$ cat config.mk
export PLATFORM = sky130hd
export DESIGN_NAME = sp_ram_arbiter
export DESIGN_NICKNAME = d
export VERILOG_FILES = /design/src/rtl/sp_ram_arb_pkg.sv /design/src/rtl/sp_ram_arbiter_rr.sv /design/src/rtl/sp_ram_arbiter.sv
export SDC_FILE = /design/constraint.sdc
export NUM_CORES = 1
export LEC_CHECK = 0
export ABC_AREA = 1
export ABC_CLOCK_PERIOD_IN_PS = 2000
export BUFFER_PORTS_ARGS = -buffer_cell sky130_fd_sc_hd__buf_2
export CORE_AREA = 4 4 115 117
export CTS_CLUSTER_SIZE = 30
export DETAILED_ROUTE_END_ITERATION = 6
export DIE_AREA = 0 0 119 121
export PLACE_DENSITY_LB_ADDON = 0.15
export REMOVE_ABC_BUFFERS = 1
export SETUP_SLACK_MARGIN = 0.4
export SYNTH_ARGS = -nofsm -noshare
export SYNTH_HDL_FRONTEND = slang
export SYNTH_SLANG_ARGS = --single-unit
$ cat constraint.sdc
create_clock -name clk -period 2 [get_ports clk]
set_clock_uncertainty 0.05 [all_clocks]
set_input_delay 0.3 -clock clk [delete_from_list [all_inputs] [get_ports clk]]
set_output_delay 0.3 -clock clk [all_outputs]
set_load 0.02 [all_outputs]
$ cat src/rtl/sp_ram_arb_pkg.sv
// ----------------------------------------------------------------------------
// sp_ram_arb_pkg
// Shared types and helpers for the sp_ram request-port arbiter.
//   MAX_MASTERS     : upper bound on the number of requesters
//   master_id_t     : encoded master index, wide enough for MAX_MASTERS
//   req_bundle_t    : one master's request payload (addr, we, wdata)
//   next_id()       : round-robin successor of a master index, modulo n
// ----------------------------------------------------------------------------
package sp_ram_arb_pkg;

   localparam int MAX_MASTERS    = 8;
   localparam int MAX_ADDR_WIDTH = 64;
   localparam int MAX_DATA_WIDTH = 64;

   typedef logic [$clog2(MAX_MASTERS)-1:0] master_id_t;

   typedef struct packed {
      logic [MAX_ADDR_WIDTH-1:0] addr;
      logic                      we;
      logic [MAX_DATA_WIDTH-1:0] wdata;
   } req_bundle_t;

   // Successor of id in a ring of n masters (n-1 wraps back to 0).
   function automatic master_id_t next_id(input master_id_t id, input int unsigned n);
      if (id == master_id_t'(n - 1)) begin
         next_id = '0;
      end else begin
         next_id = id + 3'd1;
      end
   endfunction

endpackage

$ cat src/rtl/sp_ram_arbiter_rr.sv
// ----------------------------------------------------------------------------
// rr_arbiter
// Purely combinational round-robin selector. Searches the request vector
// starting at the priority pointer and wrapping modulo N; the first set bit
// wins.
//   req    : per-master request vector
//   prio   : index searched first
//   gnt    : one-hot winner (all zero when nobody requests)
//   winner : encoded winner index (0 when nobody requests)
//   valid  : at least one request present
// ----------------------------------------------------------------------------
module rr_arbiter
   import sp_ram_arb_pkg::*;
#(
   parameter int N = 2
) (
   input  logic [N-1:0] req,
   input  master_id_t   prio,
   output logic [N-1:0] gnt,
   output master_id_t   winner,
   output logic         valid
);

   // Rotating priority search: offset k from prio maps to master (prio+k) mod N.
   always_comb begin
      logic hit;
      gnt    = '0;
      winner = '0;
      valid  = 1'b0;
      hit    = 1'b0;
      for (int k = 0; k < N; k++) begin
         for (int j = 0; j < N; j++) begin
            hit    = !valid && req[j] && (((int'(prio) + k) % N) == j);
            winner = hit ? master_id_t'(j) : winner;
            gnt[j] = gnt[j] | hit;
            valid  = valid | hit;
         end
      end
   end

endmodule

$ cat src/rtl/sp_ram_arbiter.sv
// ----------------------------------------------------------------------------
// sp_ram_arbiter
// Shares the single sp_ram request port between NUM_MASTERS requesters using
// round-robin arbitration. Memory grants in the request cycle and returns
// rvalid one cycle later; the arbiter remembers the owner of that pending
// response and steers rvalid back to it. Read data is captured in the grant
// cycle because sp_ram read data follows the current address combinationally.
//   m_req_i/m_gnt_o/m_rvalid_o : per-master handshake
//   m_addr_i/m_we_i/m_wdata_i  : per-master request payload
//   m_rdata_o                  : captured read data, broadcast to every master
//   mem_*                      : single port towards sp_ram
//   stray_rvalid_o             : sticky, rvalid seen with nothing pending
// ----------------------------------------------------------------------------
module sp_ram_arbiter
   import sp_ram_arb_pkg::*;
#(
   parameter int NUM_MASTERS = 2,
   parameter int ADDR_WIDTH  = 32,
   parameter int DATA_WIDTH  = 32
) (
   input  logic                                   clk,
   input  logic                                   rst_n,
   input  logic [NUM_MASTERS-1:0]                 m_req_i,
   output logic [NUM_MASTERS-1:0]                 m_gnt_o,
   output logic [NUM_MASTERS-1:0]                 m_rvalid_o,
   input  logic [NUM_MASTERS-1:0][ADDR_WIDTH-1:0] m_addr_i,
   input  logic [NUM_MASTERS-1:0]                 m_we_i,
   input  logic [NUM_MASTERS-1:0][DATA_WIDTH-1:0] m_wdata_i,
   output logic [NUM_MASTERS-1:0][DATA_WIDTH-1:0] m_rdata_o,
   output logic                                   mem_req_o,
   input  logic                                   mem_gnt_i,
   input  logic                                   mem_rvalid_i,
   output logic [ADDR_WIDTH-1:0]                  mem_addr_o,
   output logic                                   mem_we_o,
   output logic [DATA_WIDTH-1:0]                  mem_wdata_o,
   input  logic [DATA_WIDTH-1:0]                  mem_rdata_i,
   output logic                                   stray_rvalid_o
);

   master_id_t             prio_r;
   master_id_t             owner_r;
   logic                   pend_r;
   logic                   stray_r;
   logic [DATA_WIDTH-1:0]  rdata_r;

   master_id_t             winner_s;
   logic                   valid_s;
   logic                   hs_s;
   logic [NUM_MASTERS-1:0] onehot_s;

   rr_arbiter #(.N(NUM_MASTERS)) u_rr (
      .req    (m_req_i),
      .prio   (prio_r),
      .gnt    (onehot_s),
      .winner (winner_s),
      .valid  (valid_s)
   );

   assign mem_req_o      = |m_req_i;
   assign hs_s           = valid_s && mem_gnt_i;
   assign m_gnt_o        = onehot_s & {NUM_MASTERS{mem_gnt_i}};
   assign stray_rvalid_o = stray_r;

   // Winner payload mux; AND-OR over the one-hot grant so idle cycles drive 0.
   always_comb begin
      mem_addr_o  = '0;
      mem_we_o    = 1'b0;
      mem_wdata_o = '0;
      for (int i = 0; i < NUM_MASTERS; i++) begin
         mem_addr_o  = mem_addr_o  | (m_addr_i[i]  & {ADDR_WIDTH{onehot_s[i]}});
         mem_we_o    = mem_we_o    | (m_we_i[i]    & onehot_s[i]);
         mem_wdata_o = mem_wdata_o | (m_wdata_i[i] & {DATA_WIDTH{onehot_s[i]}});
      end
   end

   // Response steering: only the recorded owner sees rvalid; data is shared.
   always_comb begin
      m_rvalid_o = '0;
      m_rdata_o  = '0;
      for (int i = 0; i < NUM_MASTERS; i++) begin
         m_rvalid_o[i] = pend_r && mem_rvalid_i && (owner_r == master_id_t'(i));
         m_rdata_o[i]  = rdata_r;
      end
   end

   // Pointer, pending-owner tracking, read-data capture and sticky stray flag.
   always_ff @(posedge clk or negedge rst_n) begin
      if (!rst_n) begin
         prio_r  <= '0;
         owner_r <= '0;
         pend_r  <= 1'b0;
         rdata_r <= '0;
         stray_r <= 1'b0;
      end else begin
         if (hs_s) begin
            prio_r  <= next_id(winner_s, NUM_MASTERS);
            owner_r <= winner_s;
            pend_r  <= 1'b1;
            rdata_r <= mem_rdata_i;
         end else begin
            pend_r  <= 1'b0;
         end
         stray_r <= stray_r | (mem_rvalid_i & ~pend_r);
      end
   end

endmodule

==> run_results.csv, run 1 <==
group,metric,value,unit
sta,fin_ws,0.233,ns
place,hpwlAfterDp,9.84,mm
place,place.gp.congestion,0.851,
floorplanning,dieArea,14400,sq um
place,port_buffers,302,
yosys,synthArstFlopShare,100,%
clocking,cts_max_path_buffers,2,
sta,worstMarginPinSlew,0.476,ns
run_status,status,"finished clean",
sta,drv_slew,0,
clocking,cts_sinks,36,
yosys,postSynthAreaPerCell,6.73,sq um
power,irDropWorstVdd,0.268,mV
place,place_ws,0.343,ns
floorplanning,core,12400,sq um
yosys,synthesis.instances,421,
final_layout,antenna_cells,0,
clocking,root_buffer,"clkbuf_16",
global_route,gr-total-overflow,0,
yosys,synth-seq-cells,36,
sta,relSlewSlack,68.3,%
yosys,syn_area,2830,sq um
sta,hold_ws,0.210,ns
final_layout,register_area,902,sq um
global_route,grt_pass1_vias,4001,
detailed_routing,routed_via_density,4.58,
global_route,grt_use_total,17.2,%
yosys,ys_seq_area_share,31.8,%
yosys,yosysMostFrequentCell,"nand3_1",
final_layout,drive_above_1_share,50.7,%
sta,finalSetupViolations,0,
floorplanning,die_h,121,um
worst_setup_path,end_kind,"output port",
worst_setup_path,crit_required,1.65,ns
power,p_leak,2.87,nW
sta,hold_viol_final,0,
clocking,cts_tree,"done",
final_layout,multiInputGateArea,1430,sq um
power,power.density,665,nW/um^2
floorplanning,initial_utilization,22.9,%
yosys,synth_top_area_cell,"dfrtp_1",
sta,finalCriticalPeriod,1.77,ns
worst_setup_path,crit_arrival,1.42,ns
detailed_routing,ant_nets,0,
yosys,synth_cell_types,13,
global_route,antenna_found_initial,0,
job,maxCapViolations,0,
detailed_routing,drc,0,
yosys,synth_enable_flop_cells,0,
worst_setup_path,start_kind,"flip-flop",
detailed_routing,vias,3897,
sta,setup-tns-final,0,ns
clocking,clkSlewWorstSetupHoldPaths,0.05,ns
worst_setup_path,crit_fanout,9,
clocking,cts_htree_levels,2,
global_route,grt_pass1_wl,20.3,mm
yosys,synth-main-ff-cell,"dfrtp_1",
floorplanning,fp-row-count,41,
sta,period_share,88.4,%
clocking,postCtsSetupBuffers,0,
yosys,synth.top_cells.by_count,"164 x nand3_1, 125 x nand2_1, 37 x buf_4, 36 x dfrtp_1, 24 x buf_2",
sta,max_freq,566,MHz
global_route,grt_max_degree,36,
yosys,yosys.area.top_type_share,31.8,%
final_layout,fillers,1359,
floorplanning,ios,303,
worst_setup_path,worstSetupPathType,"reg -> out",
sta,rsz0062_at_grt,"yes",
clocking,cts_made_buffers,5,
clocking,clkLatencyLatePin,0.27,ns
detailed_routing,drt-pass1-iter-count,4,
detailed_routing,drtIter0Drc,243,
final_layout,syn2layout_area_growth,63.9,%
hold_path,hold_class,"in -> reg",
yosys,ys_top_cells_by_area,"dfrtp_1 32%, nand3_1 29%, nand2_1 17%, buf_4 9.8%, buf_2 4.2%",
yosys,synth-warning-count,0,
power,p_total,3.09,mW
detailed_routing,wire_per_inst,15.9,um
floorplanning,die-width,119,um
final_layout,final_nets,846,
detailed_routing,wl,13.5,mm
-- layout by cell type (no fill, tap or decap), drive strengths merged --
cell type	netlist	layout
dfrtp	36	36
nor2	2	2
bufbuf	0	1
nand2	137	137
clkinvlp	0	1
o21bai	1	1
inv	8	8
dlygate4sd3	0	1
o21ai	1	1
buf	72	318
nand3	164	164
clkbuf	0	9
-- layer usage --
metal	up-vias	part of all wire [%]	global-route usage, %
met4	0	2.3	5.50
met3	18	7.2	2.94
met5	-	0	0
met2	208	53	32.1
met1	1799	37	19.8
li1	1872	-	-
-- cell families (layout without fill, tap and decap cells) --
logic type	Yosys count	in the layout	synth area share, %
AND/OR/NAND/NOR	303	303	48.4
buffers and inverters	80	338	18.9
flip-flops	36	36	31.8
AO/OA/AOI/OAI	2	2	0.839
-- through the flow --
| step | area (sq um) | utilization, % | instances |
|---|---|---|---|
| detailed placement | 4190 | 33.9 | 835 |
| global route | 4640 | 37.6 | 851 |
| global placement | 4190 | 33.9 | 835 |
| CTS | 4590 | 37.1 | 849 |
| finish | 4640 | 37.6 | 851 |
| floorplan | 2330 | - | 349 |
-- power by group --
| group | internal, mW | switching [mW] | total, mW |
|---|---|---|---|
| clock | 0.496 | 0.282 | 0.778 |
| sequential | 0.813 | 0.0689 | 0.881 |
| combinational | 0.557 | 0.874 | 1.43 |
-- critical path: stages, from the launching register on --
cell and delay [ns]:
dfrtp_2 0.44, inv_2 0.10, nand2_8 0.11, buf_12 0.18
nand3_1 0.10, nand2_1 0.06, buf_2 0.15
-- sequential cells by signal, summed over array words and instances (netlist names) --
name,cells
prio_r,1
pend_r,1
rdata_r,32
stray_rvalid_o,1
owner_r,1
-- path summary, 6_finish.rpt --
check | slack, ns | cells after the start | endpoint | from
setup / recovery | 0.23 | 6 | mem_addr_o[29] | prio_r[0]
hold / removal | 0.21 | 3 | rdata_r[21] | mem_rdata_i[21]
setup reg to reg | 0.86 | 5 | owner_r[0] | prio_r[0]
hold reg to reg | 0.41 | 1 | stray_rvalid_o | pend_r
max in group asynchronous | 0.95 | 3 | prio_r[0] | rst_n
min in group asynchronous | 0.47 | 2 | rdata_r[8] | rst_n
-- final cells by class --
class                           instances  area share (%)
Inverter                                8           0.647
Clock inverter                          1           0.162
Tap cell                              172            4.63
Clock buffer                            7            3.07
Multi-Input combinational cell        305            30.7
Timing Repair Buffer                  322            41.4
Sequential cell                        36            19.4
-- repair_timing --
item	4_1_cts	5_1_grt
hold endpoints to repair	18	0
hold buffers	1	0
cloned	5	2
setup endpoints to repair	68	68
pin swaps	1	0
resized for setup	32	1
Note: power is estimated with default switching activity, not from simulation.
==> run 2, diff against run 1 <==
- SYNTH_HIERARCHICAL: default -> 1
==> run 2 against run 1 <==
Total power increased by 20%. Non-clock buffer count did not move. Fmax shrank 5.0%. Die area unchanged. Highest routed layer is now met5. Hold slack worse by 0.19 ns. Core utilization up 4.7 points. Combinational power increased by 36%.
==> run_results.csv, run 2 <==
group,metric,value,unit
run_status,status,"finished clean",
power,power_frac_clock,21.6,%
place,place.gp.congestion,0.866,
sta,period_share,93.0,%
detailed_routing,vias,3633,
worst_setup_path,end_kind,"output port",
worst_setup_path,worstSetupPathType,"reg -> out",
detailed_routing,routed_via_density,4.20,
power,irDropWorstVdd,0.335,mV
final_layout,reg_top3,"rdata_r (32), owner_r (3)",
yosys,syn_area,2590,sq um
power,p_sw_share,40.5,%
worst_setup_path,crit_required,1.65,ns
sta,drv_slew,0,
global_route,antenna_found_initial,1,
sta,hold_ws,0.0218,ns
final_layout,regMostFlops,"rdata_r",
clocking,clkLatencyLatePin,0.27,ns
power,switchingPower,1.50,mW
final_layout,largest_reg_flops,32,
yosys,synth-warning-count,6,
place,hpwlAfterDp,9.33,mm
floorplanning,die_h,121,um
power,p_leak,3.15,nW
sta,hold_viol_final,0,
sta,finalCriticalPeriod,1.86,ns
worst_setup_path,crit_arrival,1.51,ns
global_route,grt_use_total,16.6,%
power,p_seq_share,25.6,%
detailed_routing,drc,0,
worst_setup_path,start_kind,"flip-flop",
power,power_frac_comb,52.8,%
final_layout,final_common_cell,"buf_2",
detailed_routing,drt-pass1-iter-count,4,
sta,worstMarginPinSlew,0.500,ns
yosys,synthesis.instances,416,
clocking,cts_sinks,38,
sta,relSlewSlack,66.6,%
floorplanning,fp-row-count,41,
global_route,gr-total-overflow,0,
final_layout,postLayoutCellArea,5220,sq um
yosys,postSynthAreaPerCell,6.22,sq um
clocking,cts_tree,"done",
sta,rsz0062_at_grt,"yes",
detailed_routing,ant_nets,0,
floorplanning,dieArea,14400,sq um
clocking,clkSlewWorstSetupHoldPaths,0.06,ns
final_layout,final_cell_mix,"234 x buf_2, 228 x nand2_1, 65 x buf_6",
detailed_routing,wl,13.8,mm
worst_setup_path,r2r_slack,0.53,ns
sta,max_freq,538,MHz
power,power.density,709,nW/um^2
floorplanning,die-width,119,um
job,maxCapViolations,0,
clocking,cts_made_buffers,5,
power,internal-power,2.20,mW
worst_setup_path,crit_buf_inv,4,
detailed_routing,drtIter0Drc,209,
floorplanning,initial_utilization,20.9,%
worst_setup_path,slowest_delay,0.39,ns
clocking,cts_max_path_buffers,2,
final_layout,fillers,1259,
worst_setup_path,crit_fanout,7,
final_layout,drive_above_1_share,59.2,%
worst_setup_path,crit_slowest_cell,"dfrtp_1",
place,port_buffers,302,
hold_path,hold_class,"in -> async",
clocking,cts_htree_levels,2,
global_route,grt_max_degree,39,
global_route,grt_pass1_wl,18.9,mm
final_layout,final_nets,859,
final_layout,antenna_cells,0,
floorplanning,ios,303,
detailed_routing,wire_per_inst,16.0,um
worst_setup_path,worstPathCellList,"nand2_2 > nand2_4 > inv_8 > buf_12 > buf_12 > nand2_1 > nand2_1 > buf_6",
worst_setup_path,cpLargestDelayFamily,"buffers and inverters",
clocking,root_buffer,"clkbuf_16",
floorplanning,core,12400,sq um
place,placed_area,3990,sq um
sta,finalSetupViolations,0,
global_route,grt_pass1_vias,3430,
final_layout,syn2layout_area_growth,102,%
run 2: layout make-up:
type | instances | area (sq um) | share of cell area, %
repair buffers | 322 | 2330 | 44.7
multi-input cells | 315 | 1530 | 29.2
clock buffers | 7 | 143 | 2.73
well taps | 172 | 215 | 4.12
flip-flops and latches | 38 | 951 | 18.2
clock inverters | 1 | 5.00 | 0.0958
inverters | 9 | 48.8 | 0.934
run 2: worst register-to-register path, cell delays in order, from the launching register on:
cell and delay (ns):
dfrtp_1 0.39, nand2_2 0.12, nand2_4 0.08, buf_4 0.14, nand2_1 0.09, nand2_4 0.14, buf_8 0.21, nand2_1 0.09
nand2_1 0.05
run 2: per-layer routing:
metal	track usage, %	part of all wire, %	routed length [um]	vias to the layer above
met3	5.03	10	1420	19
met4	3.77	2.5	340	2
li1	-	-	-	1749
met1	20.6	38	5310	1655
met5	0	0.094	13	-
met2	28.4	49	6720	208
run 2: through the flow:
| stage | TNS [ns] | utilization (%) | setup slack (ns) | power, mW | instances |
|---|---|---|---|---|---|
| after floorplan | -74.59 | - | -1.14 | 1.73 | 362 |
| after global placement | 0 | 32.3 | 0.297 | 2.38 | 841 |
| after detailed placement | 0 | 32.3 | 0.292 | 2.39 | 841 |
| after CTS | 0 | 38.7 | 0.146 | 3.56 | 858 |
| after global routing | 0 | 42.3 | 0.0665 | 3.90 | 864 |
| final | 0 | 42.3 | 0.140 | 3.70 | 864 |
run 2: worst paths after layout:
path                                 start              to  cells past startpoint
max                              prio_r[0]  mem_addr_o[29]                      8
min                                  rst_n      rdata_r[2]                      2
max reg2reg                      prio_r[0]     rdata_r[14]                      8
min reg2reg                         pend_r  stray_rvalid_o                      1
max in group asynchronous            rst_n     rdata_r[22]                      2
min in group clk           mem_rdata_i[20]     rdata_r[20]                      3
run 2: power by group through the flow:
stage	clock, mW	combinational, mW	sequential, mW
3_5_place_dp	0	1.43	0.957
6_report	0.799	1.95	0.950
4_1_cts	0.824	1.78	0.950
3_3_place_gp	0	1.43	0.958
2_1_floorplan	0	0.553	1.18
5_1_grt	0.855	2.08	0.967
run 2: what timing repair did:
action / CTS / global route
setup buffers: 3 / 1
gates resized for setup: 148 / 100
pin swaps: 10 / 37
hold buffers: 0 / 0
setup endpoints to repair: 69 / 102
gates cloned: 6 / 5
